**config.mk**
```make
export PLATFORM = sky130hd
export DESIGN_NAME = toggle_event_receiver
export DESIGN_NICKNAME = d
export VERILOG_FILES = /design/src/rtl/toggle_event_receiver.sv
export SDC_FILE = /design/constraint.sdc
export NUM_CORES = 1
export LEC_CHECK = 0
export BUFFER_PORTS_ARGS = -buffer_cell sky130_fd_sc_hd__buf_2
export CAP_MARGIN = 0
export CORE_MARGIN = 4
export CORE_UTILIZATION = 23
export CTS_CLUSTER_DIAMETER = 50
export DETAILED_ROUTE_END_ITERATION = 16
export MAX_ROUTING_LAYER = met4
export PLACE_DENSITY_LB_ADDON = 0.25
export SYNTH_ARGS = -nofsm -noshare
export SYNTH_HDL_FRONTEND = slang
export SYNTH_SLANG_ARGS = --single-unit
```
**constraint.sdc**
```tcl
create_clock -name clk -period 3.1 [get_ports clk]
set_input_delay 0.31 -clock clk [delete_from_list [all_inputs] [get_ports clk]]
set_output_delay 0.31 -clock clk [all_outputs]
set_load 0.005 [all_outputs]
```
**src/rtl/toggle_event_receiver.sv**
```systemverilog
// toggle_event_receiver: synchronise a toggle line, detect level changes, queue them as pending events
module toggle_event_receiver #(
  parameter int SYNC_STAGES = 2,
  parameter int PEND_W = 4,
  parameter int CNT_W = 8
) (
  input  logic              clk,
  input  logic              rst,
  input  logic              T_in,
  input  logic              En,
  output logic              evt_valid,
  input  logic              evt_ready,
  output logic              pulse,
  output logic [PEND_W-1:0] pending,
  output logic [CNT_W-1:0]  evt_count,
  output logic              overflow,
  input  logic              clr_ovf
);
  localparam logic [0:0] INIT = 1'b0;
  localparam logic [0:0] RUN = 1'b1;
  localparam int IW = $clog2(SYNC_STAGES + 1);
  logic [SYNC_STAGES-1:0] sync_q;
  logic [0:0] state_q, state_d;
  logic [IW-1:0] init_q, init_d;
  logic ref_q, ref_d, pulse_q, ovf_q, ovf_d;
  logic [PEND_W-1:0] pend_q, pend_d;
  logic [CNT_W-1:0] cnt_q;
  logic sync_out, fill_done, toggle, accept, pop, full;
  assign sync_out = sync_q[SYNC_STAGES-1];
  // reference is loaded only once the chain holds a real sample, so a level held through reset is not an event
  assign fill_done = (state_q == INIT) && (init_q == IW'(SYNC_STAGES));
  assign toggle = (state_q == RUN) && (sync_out != ref_q);
  assign accept = toggle && En;
  assign pop = evt_valid && evt_ready;
  assign full = &pend_q;
  always_comb begin
    state_d = fill_done ? RUN : state_q;
    init_d = (state_q == INIT) ? init_q + 1'b1 : init_q;
    ref_d = (fill_done || toggle) ? sync_out : ref_q;
    pend_d = (accept && !pop && !full) ? pend_q + 1'b1 : (!accept && pop) ? pend_q - 1'b1 : pend_q;
    ovf_d = (accept && !pop && full) ? 1'b1 : clr_ovf ? 1'b0 : ovf_q;
  end
  always_ff @(posedge clk) begin
    if (rst) begin
      sync_q <= '0;
      state_q <= INIT;
      init_q <= '0;
      ref_q <= 1'b0;
      pulse_q <= 1'b0;
      pend_q <= '0;
      cnt_q <= '0;
      ovf_q <= 1'b0;
    end else begin
      sync_q <= {sync_q[SYNC_STAGES-2:0], T_in};
      state_q <= state_d;
      init_q <= init_d;
      ref_q <= ref_d;
      pulse_q <= accept;
      pend_q <= pend_d;
      cnt_q <= accept ? cnt_q + 1'b1 : cnt_q;
      ovf_q <= ovf_d;
    end
  end
  assign evt_valid = (pend_q != '0);
  assign pulse = pulse_q;
  assign pending = pend_q;
  assign evt_count = cnt_q;
  assign overflow = ovf_q;
endmodule

```
# Word level (Yosys, flattened, before mapping)
# Cells that the tools add are included.
totals:
  ff_bits: 20
  latch_bits: 0
  ram_bits: 0
  mem_bits_ro: 0
  out_inout_bits: 15
  word_cells: 35
  n_memories: 0
op_classes:
  add_sub_neg: 4
  mul: 0
  div: 0
  order_cmp: 0
  n_eq_ne: 2
  shift: 0
  mux: 4
  n_bitwise: 1
  reduce_logical: 16
ops:
  columns: ["cell", "n"]
  rows:
  - ["8-bit by 1-bit adder with 8-bit output, second input constant", 1]
  - ["1-bit logical AND", 8]
  - ["4-bit 2-to-1 mux", 2]
  - ["4-bit by 1-bit adder with 4-bit output, second input constant", 1]
  - ["4-bit AND reduction", 1]
  - ["2-bit nonzero test", 2]
  - ["4-bit nonzero test", 1]
  - ["4-bit by 1-bit subtractor with 4-bit output, second input constant", 1]
  - ["1-bit logical NOT", 3]
  - ["2-bit by 1-bit adder with 2-bit output, second input constant", 1]
  - ["2-bit equality test, second input constant", 1]
  - ["1-bit 2-to-1 mux", 2]
  - ["1-bit logical OR", 1]
  - ["1-bit != test", 1]
  - ["1-bit inverter", 1]

# Longest topological paths before layout
# Gate-level depths: netlist (run 1).
logic_depth:
  ltp_word: 7
  mapped_depth: 8
  mapped_depth_nobuf: 8

# Worst setup path after synthesis (run 1)
# OpenSTA, ideal clock, no wires.
synth_timing:
  kind: "register to register"
  startpoint: "reg pend_q[0], in the netlist pending[0]"
  endpoint: "reg pend_q[3], in the netlist pending[3]"
  arrival_ps: 2258
  t_required_ps: 2979
  setup_slack_ps: 720
  path_stages_with_launch: 9
  path_cell_list: "dfxtp_1 -> o41ai_2 -> nor3b_4 -> nand2_1 -> ha_1 -> nand3_1 -> and2_1 -> a22oi_2 -> mux2_4"
synth_between:
  elab_chain_len: 6
synth_lines:
  columns: ["item", "line", "source"]
  rows:
  - ["start: declaration", "26", "logic [PEND_W-1:0] pend_q, pend_d;"]
  - ["start signal: assignment", "59", "pend_q <= pend_d;"]
  - ["parallel branches: the longest is 6 deep, another holds 4-bit by 1-bit subtractor with 4-bit output", null, null]
# Several ways; the timed one is not identified. The select of a mux whose other input is x is not followed.
# A chain may end at the register's enable or synchronous reset.

# Final worst setup path (run 1)
# Same ends and word-level chain as after synthesis.

==> key figures, run 1 <==
Synth
  – Seq/Total Area, Yosys: 41.1%
  – Synth top area share: 41.1%
  – Post-Syn Area: 975 sq um
  – Syn_nets: 112
  – Mux contribution to synthesized area: 5.26%
  – Synthesized-area fraction occupied by adder cells: 7.19%
  – Post-synthesis simple-gate area fraction: 25.2%
  – Mapped Cells: 101
  – Post-Syn Area per Cell: 9.65 sq um
  – Largest area contributor in the netlist: dfxtp_1
  – XOR/XNOR Fraction of Synth Area: 8.86%
  – Area contributors post-synth: dfxtp_1 (41%), xnor2_1 (6.3%), nor2_1 (6.2%), ha_1 (5.1%), nor2b_1 (3.9%)
  – Ys flop type: dfxtp_1
  – Largest family of logic cells by synthesized area: simple AND/OR/NAND/NOR gates
  – Syn. warnings: 0
  – Complex-gate fraction of the synthesized area: 10.9%
  – Post-synth EDFFs: 0
  – Yosys cell types: 34
  – #FFs+latches synth: 20
  – FFs w/ async S/R, synth: 0%

Worst setup path
  – Reg2reg setup slack: 540 ps
  – Critical Path End Type: flop
  – CP max stage cell: dfxtp_1
  – Critical Path AT: 2700 ps
  – CP required: 3250 ps
  – Worst-path cell chain: o41ai_2 > nor3b_4 > nand2_1 > ha_1 > nand3_1 > and2_1 > a22oi_2 > mux2_4
  – CP bufs+invs: 0
  – Max incr delay on CP: 400 ps
  – Crit Path Category: flop to flop
  – CP Launch Type: flop
  – Crit path max fanout: 9
  – Family with the most delay on the worst path: simple AND/OR/NAND/NOR gates

Timing
  – Final Hold Slack: 292 ps
  – Highest clock rate: 391 MHz
  – Worst Skew: 4.06 ps
  – Setup ws final: 545 ps
  – Count of final setup violators: 0
  – RSZ-0062 raised after global routing: false
  – Worst slew margin: 60.6%
  – Crit path time final: 2560 ps
  – Slew Limit Fails: 0
  – Setup tns final: 0 ps
  – Fin. Hold Viols: 0
  – Period utilization: 82.4%
  – Worst slew pin tran: 588 ps

Detailed routing
  – Routed length per instance: 11.2 um
  – 1st-pass router iterations: 6
  – Post-DRT Antenna Nets: 0
  – Total detailed-routing wirelength: 1920 um
  – Drt drc: 0
  – Initial DRC count: 16
  – Via count: 764
  – Via density: 4.44

Global route
  – Initial antenna violation count: 0
  – Grt total ovfl: 0
  – Vias in the first global route: 785
  – Tot GR Track Use: 7.93%
  – Maximum number of pins on one net before global-route repair: 26
  – First-pass GRT wire length: 3350 um

Clock tree
  – CTS max path bufs: 2
  – Root Buffer: clkbuf_8
  – # Post-CTS Setup Buffers: 0
  – Clk Latency, worst-skew pair: 250 ps
  – CTS Sinks: 20
  – Worst-path clk slew: 70 ps
  – Hold_buf cts: 0
  – Cts repair resizes: 0
  – H-tree depth: 1
  – Num CTS Buffers: 3
  – CTS tree: done

Power and ir drop
  – PwrDens: 642 mW/mm^2
  – Total power: 752 uW
  – Maximum vdd ir drop: 182 uV
  – Static Leak: 0.477 nW

Final layout
  – Diodes inserted: 0
  – Filler cell count: 436
  – Layout cell share with drive strength beyond 1: 26.2%
  – Nets: 135
  – Most frequent cells in the layout: dfxtp_1 (20), buf_2 (20), nor2_1 (16), xnor2_1 (7)
  – Finished Core Util: 28.9%
  – Area Growth Syn to Fin: 20.2%

Floorplanning
  – Row count: 23
  – Io pins: 21
  – DIE AREA: 0.00534 sq mm
  – Initial core utilization: 24.0%
  – Std-Cell Core Area: 0.00406 sq mm
  – Die width: 73.1 um
  – Die Y: 73.1 um

Placement
  – I/O Buffers: 20
  – DP HPWL: 1430 um
  – Dpl ws: 526 ps
  – Gpl congestion: 0.779

Outcome
  – Status: complete, no violations

Min path
  – Hold crit path type: input port to flop

Job
  – Max Cap Viol: 0
-- registers in the layout, summed over array words and instances (netlist names) --
| name | flops |
|---|---|
| pending | 4 |
| evt_count | 8 |
| ref_q | 1 |
| sync_q | 2 |
| state_q | 1 |
| overflow | 1 |
| pulse | 1 |
| init_q | 2 |
-- layout make-up --
class,count,area [sq um],area share (%)
multi-input combinational,77,559,47.8
sequential,20,400,34.2
timing repair buffer,20,100,8.55
tap,50,62.6,5.34
clock buffer,3,41.3,3.53
inverter,2,7.51,0.641
-- layer usage --
layer | routed length [um] | part of all wire [%] | vias to the layer above | global-route usage [%]
met2 | 937 | 49 | 10 | 14.8
met4 | 24 | 1.2 | 0 | 3.07
met3 | 56 | 2.9 | 2 | 0.413
met1 | 905 | 47 | 358 | 8.69
li1 | - | - | 394 | -
met5 | 0 | 0 | - | -
-- report_power, final --
| group | internal, mW | total [mW] | switching, mW |
|---|---|---|---|
| Clock | 0.0863 | 0.168 | 0.0820 |
| Combinational | 0.128 | 0.241 | 0.113 |
| Sequential | 0.293 | 0.343 | 0.0503 |
-- kinds of logic after synthesis --
logic type / after synthesis
compound gates: 14
mux: 4
buf+inv: 4
xor+xnor: 9
flops: 20
simple gates: 45
fa+ha+maj: 5
-- worst paths after layout --
check / startpoint / end / depth (start not counted)
worst min register to register: sync_q[0] / sync_q[1] / 1
worst min-delay path: T_in / sync_q[0] / 2
worst max register to register: pending[0] / pending[3] / 8
worst max-delay path: pending[0] / pending[3] / 8
-- Yosys cell counts (all sizes together) (3+ instances only) --
| library cell | n |
|---|---|
| xnor2 | 8 |
| dfxtp | 20 |
| nor3 | 3 |
| nand2 | 5 |
| ha | 4 |
| nand3 | 5 |
| a21oi | 7 |
| mux2 | 3 |
| nor2b | 6 |
| nor2 | 16 |
-- metrics by stage --
stage	instance area [sq um]	cells
after CTS	1170	172
after floorplan	975	101
final	1170	172
after global routing	1170	172
after global placement	1130	169
after detailed placement	1130	169
Note: power is estimated with default switching activity, not from simulation.
==> run 2: changes to the inputs <==
--- a/config.mk
+++ b/config.mk
@@ -5,6 +5,7 @@
 export SDC_FILE = /design/constraint.sdc
 export NUM_CORES = 1
 export LEC_CHECK = 0
+export ABC_AREA = 1
 export BUFFER_PORTS_ARGS = -buffer_cell sky130_fd_sc_hd__buf_2
 export CAP_MARGIN = 0
 export CORE_MARGIN = 4
==> constraint.sdc (replaced) <==
create_clock -name clk -period 2.6 [get_ports clk]
set_input_delay 0.26 -clock clk [delete_from_list [all_inputs] [get_ports clk]]
set_output_delay 0.26 -clock clk [all_outputs]
set_load 0.005 [all_outputs]
==> run 2 against run 1 <==
  * Synthesized cell count grew 29%
  * Synthesized area shrank 0.39%
  * Via count grew 11%
  * Sequential share of layout area shrank 0.65 points
  * Combinational power grew 18%
  * Fmax grew 33%
  * Register-to-register slack gained 140 ps
  * Design area grew 1.9%
  * Critical endpoint unchanged
  * Largest cell class unchanged
==> key figures, run 2 <==
Outcome
  – Status: complete, no violations

Global route
  – Vias in the first global route: 887 (+13%)
  – Initial antenna violation count: 0 (unchanged)
  – Tot GR Track Use: 8.85% (+0.92 points)
  – First-pass GRT wire length: 3560 um (+6.2%)
  – Grt total ovfl: 0 (unchanged)
  – Maximum number of pins on one net before global-route repair: 13 (-50%)

Worst setup path
  – Family with the most delay on the worst path: simple AND/OR/NAND/NOR gates
  – Crit Path Category: flop to flop
  – CP max stage cell: dfxtp_1
  – Max incr delay on CP: 430 ps (+30 ps)
  – Reg2Reg Depth: 14 (+6)
  – Worst-path cell chain: nand2_2 > inv_2 > nand2_2 > nor2_8 > nand3_4 > ha_1 > nand2_1 > nand2_1 > nor2_1 > inv_1 > nand2_1 > nand3_1 > nand2_1 > nor2_1
  – CP bufs+invs: 2 (+2)
  – CP Launch Type: flop
  – WP depth: 14 (+6)
  – CP required: 2760 ps (-490 ps)
  – Crit path max fanout: 9 (unchanged)
  – Most Frequent Cell on Critical Path: nand2_1
  – Critical Path AT: 2070 ps (-630 ps)
  – Critical Path End Type: flop
  – RR Startpoint: state_q
  – Reg2reg setup slack: 680 ps (+140 ps)
  – FF-to-FF End: pending[3]

Power and ir drop
  – P_int: 673 uW (+33%)
  – Power share of the sequential group: 40.3% (-5.3 points)
  – Switching Power: 320 uW (+30%)
  – Sw frac: 32.2% (-0.42 points)
  – Clk network pwr share: 31.1% (+8.7 points)
  – Combinational share of power: 28.7% (-3.4 points)
  – Static Leak: 0.562 nW (+18%)
  – PwrDens: 832 mW/mm^2 (+30%)
  – Maximum vdd ir drop: 210 uV (+15%)

Min path
  – Hold crit path type: input port to flop
  – Worst min-delay path endpoint: sync_q[0]
  – Worst hold path depth: 3 (+1)
  – Hold Path Origin: T_in

Clock tree
  – Num CTS Buffers: 3 (unchanged)
  – Cts repair resizes: 0 (unchanged)
  – # Post-CTS Setup Buffers: 0 (unchanged)
  – CTS Sinks: 20 (unchanged)
  – Worst-path clk slew: 70 ps (about the same)
  – CTS max path bufs: 2 (unchanged)
  – Root Buffer: clkbuf_8
  – Hold_buf cts: 0 (unchanged)
  – Clk Latency, worst-skew pair: 250 ps (about the same)
  – H-tree depth: 1 (unchanged)
  – CTS tree: done

Timing
  – Worst slew pin tran: 418 ps (-170 ps)
  – Count of final setup violators: 0 (unchanged)
  – Period utilization: 73.7% (-8.7 points)
  – Slew Limit Fails: 0 (unchanged)
  – Worst Skew: 1.01 ps (-3.05 ps)
  – Crit path time final: 1920 ps (-639 ps)
  – Setup tns final: 0 ps (unchanged)
  – Worst slew margin: 71.9% (+11 points)
  – Highest clock rate: 522 MHz (+33%)
  – Fin. Hold Viols: 0 (unchanged)
  – RSZ-0062 raised after global routing: false

Final layout
  – Nets: 164 (+21%)
  – Area Growth Syn to Fin: 22.9%
  – Diodes inserted: 0 (unchanged)
  – Layout cell share with drive strength beyond 1: 22.4% (-3.9 points)
  – Largest register FFs: 8 (unchanged)
  – Filler cell count: 451 (+3.4%)
  – Most frequent cells in the layout: nand2_1 (23), nor2_1 (23), dfxtp_1 (20), buf_2 (20), inv_1 (15)
  – Final instance area: 0.00119 sq mm (+1.9%)
  – Finished Core Util: 29.6% (+0.77 points)

Floorplanning
  – DIE AREA: 0.00532 sq mm (-0.36%)
  – Row count: 23 (unchanged)
  – Die Y: 73.0 um (-0.18%)
  – Initial core utilization: 24.1% (+0.078 points)
  – Io pins: 21 (unchanged)
  – Die width: 73.0 um (-0.18%)
  – Std-Cell Core Area: 0.00403 sq mm (-0.71%)

Synth
  – Syn. warnings: 0 (unchanged)
  – Post-Syn Area: 971 sq um (-0.39%)
  – Yosys cell types: 21 (-38%)
  – FFs w/ async S/R, synth: 0% (unchanged)
  – Synth top area share: 41.2% (+0.16 points)
  – Ys flop type: dfxtp_1
  – Area contributors post-synth: dfxtp_1 (41%), nand2_1 (8.9%), nor2_1 (8.9%), inv_1 (5.8%), a21oi_1 (5.7%)
  – Post-Syn Area per Cell: 7.47 sq um (-23%)
  – Post-synth EDFFs: 0 (unchanged)
  – Largest area contributor in the netlist: dfxtp_1
  – Seq/Total Area, Yosys: 41.2% (+0.16 points)
  – Mapped Cells: 130 (+29%)
  – #FFs+latches synth: 20 (unchanged)
  – Top cells by count, synth: nand2_1 (23), nor2_1 (23), dfxtp_1 (20)
  – Syn_nets: 141 (+26%)

Placement
  – I/O Buffers: 20 (unchanged)
  – DP HPWL: 1590 um (+11%)
  – Area after DPL: 0.00112 sq mm (-0.66%)
  – Gpl congestion: 0.837 (+7.4%)

Detailed routing
  – Initial DRC count: 9 (-7)
  – Drt drc: 0 (unchanged)
  – Routed length per instance: 10.1 um (-9.9%)
  – Post-DRT Antenna Nets: 0 (unchanged)
  – Via density: 4.21 (-5.3%)
  – Total detailed-routing wirelength: 2040 um (+5.8%)
  – 1st-pass router iterations: 2 (-4)
  – Via count: 850 (+11%)

Job
  – Max Cap Viol: 0 (unchanged)
## run 2: cell types whose count changed in the layout (fill, tap and decap cells not counted), sizes merged, moves of 4 or more
cell,before,now
nor2b,6,0
xnor2,8,0
o21ai,2,9
inv,2,17
a21oi,7,11
nand2,5,27
nor2,16,26
## run 2: worst max path at each step
stage	end	start	slack [ps]
finish	pending[3]	state_q	680
global route	pending[3]	state_q	460
CTS	pending[3]	state_q	670
detailed placement	pending[3]	state_q	680
global placement	pending[3]	state_q	760
floorplan	pending[3]	state_q	840
## run 2: cell type report
class / instances / area [sq um] / share of cell area (%)
well taps: 50 / 62.6 / 5.24
flip-flops and latches: 20 / 400 / 33.5
inverters: 17 / 63.8 / 5.35
repair buffers: 20 / 100 / 8.39
clock buffers: 3 / 41.3 / 3.46
multi-input cells: 91 / 495 / 41.5
clock inverters: 1 / 30.0 / 2.52
## run 2: kinds of logic (layout without fill, tap and decap cells)
logic type | Yosys count | count (layout) | share of synthesized area [%]
buffers and inverters | 19 | 41 | 7.73
xor gates and xnor gates | 1 | 1 | 0.902
adders and majority gates | 5 | 5 | 7.22
AOI/OAI and AO/OA | 20 | 20 | 10.3
and+or+nand+nor | 65 | 65 | 32.6
DFF | 20 | 20 | 41.2
## run 2: tightest hold or removal path, delay by kind of cell
family | cells | cell delay, ps
buf+inv | 2 | 100
simple gates | 1 | 60
## run 2: metrics by stage
step / worst slack [ps] / cells / total power [mW] / hold slack [ps]
4_1_cts: 668 / 202 / 1.01 / 193
2_1_floorplan: 841 / 130 / 0.607 / 367
5_1_grt: 461 / 202 / 1.08 / 195
3_3_place_gp: 759 / 198 / 0.680 / 390
6_report: 683 / 202 / 0.993 / 202
3_5_place_dp: 677 / 198 / 0.695 / 399
## run 2: routing by layer
metal / share of wire, % / vias up / GRT usage, %
li1: - / 457 / -
met1: 45 / 366 / 9.43
met2: 48 / 19 / 14.3
met3: 4.0 / 8 / 2.34
met4: 3.2 / 0 / 5.94
met5: 0 / - / -
## run 2: power groups by stage
stage,sequential [mW],combinational [mW],clock (mW)
after CTS,0.400,0.289,0.322
after global routing,0.408,0.332,0.336
after detailed placement,0.407,0.288,0
after floorplan,0.400,0.207,0
final,0.400,0.285,0.309
after global placement,0.405,0.275,0
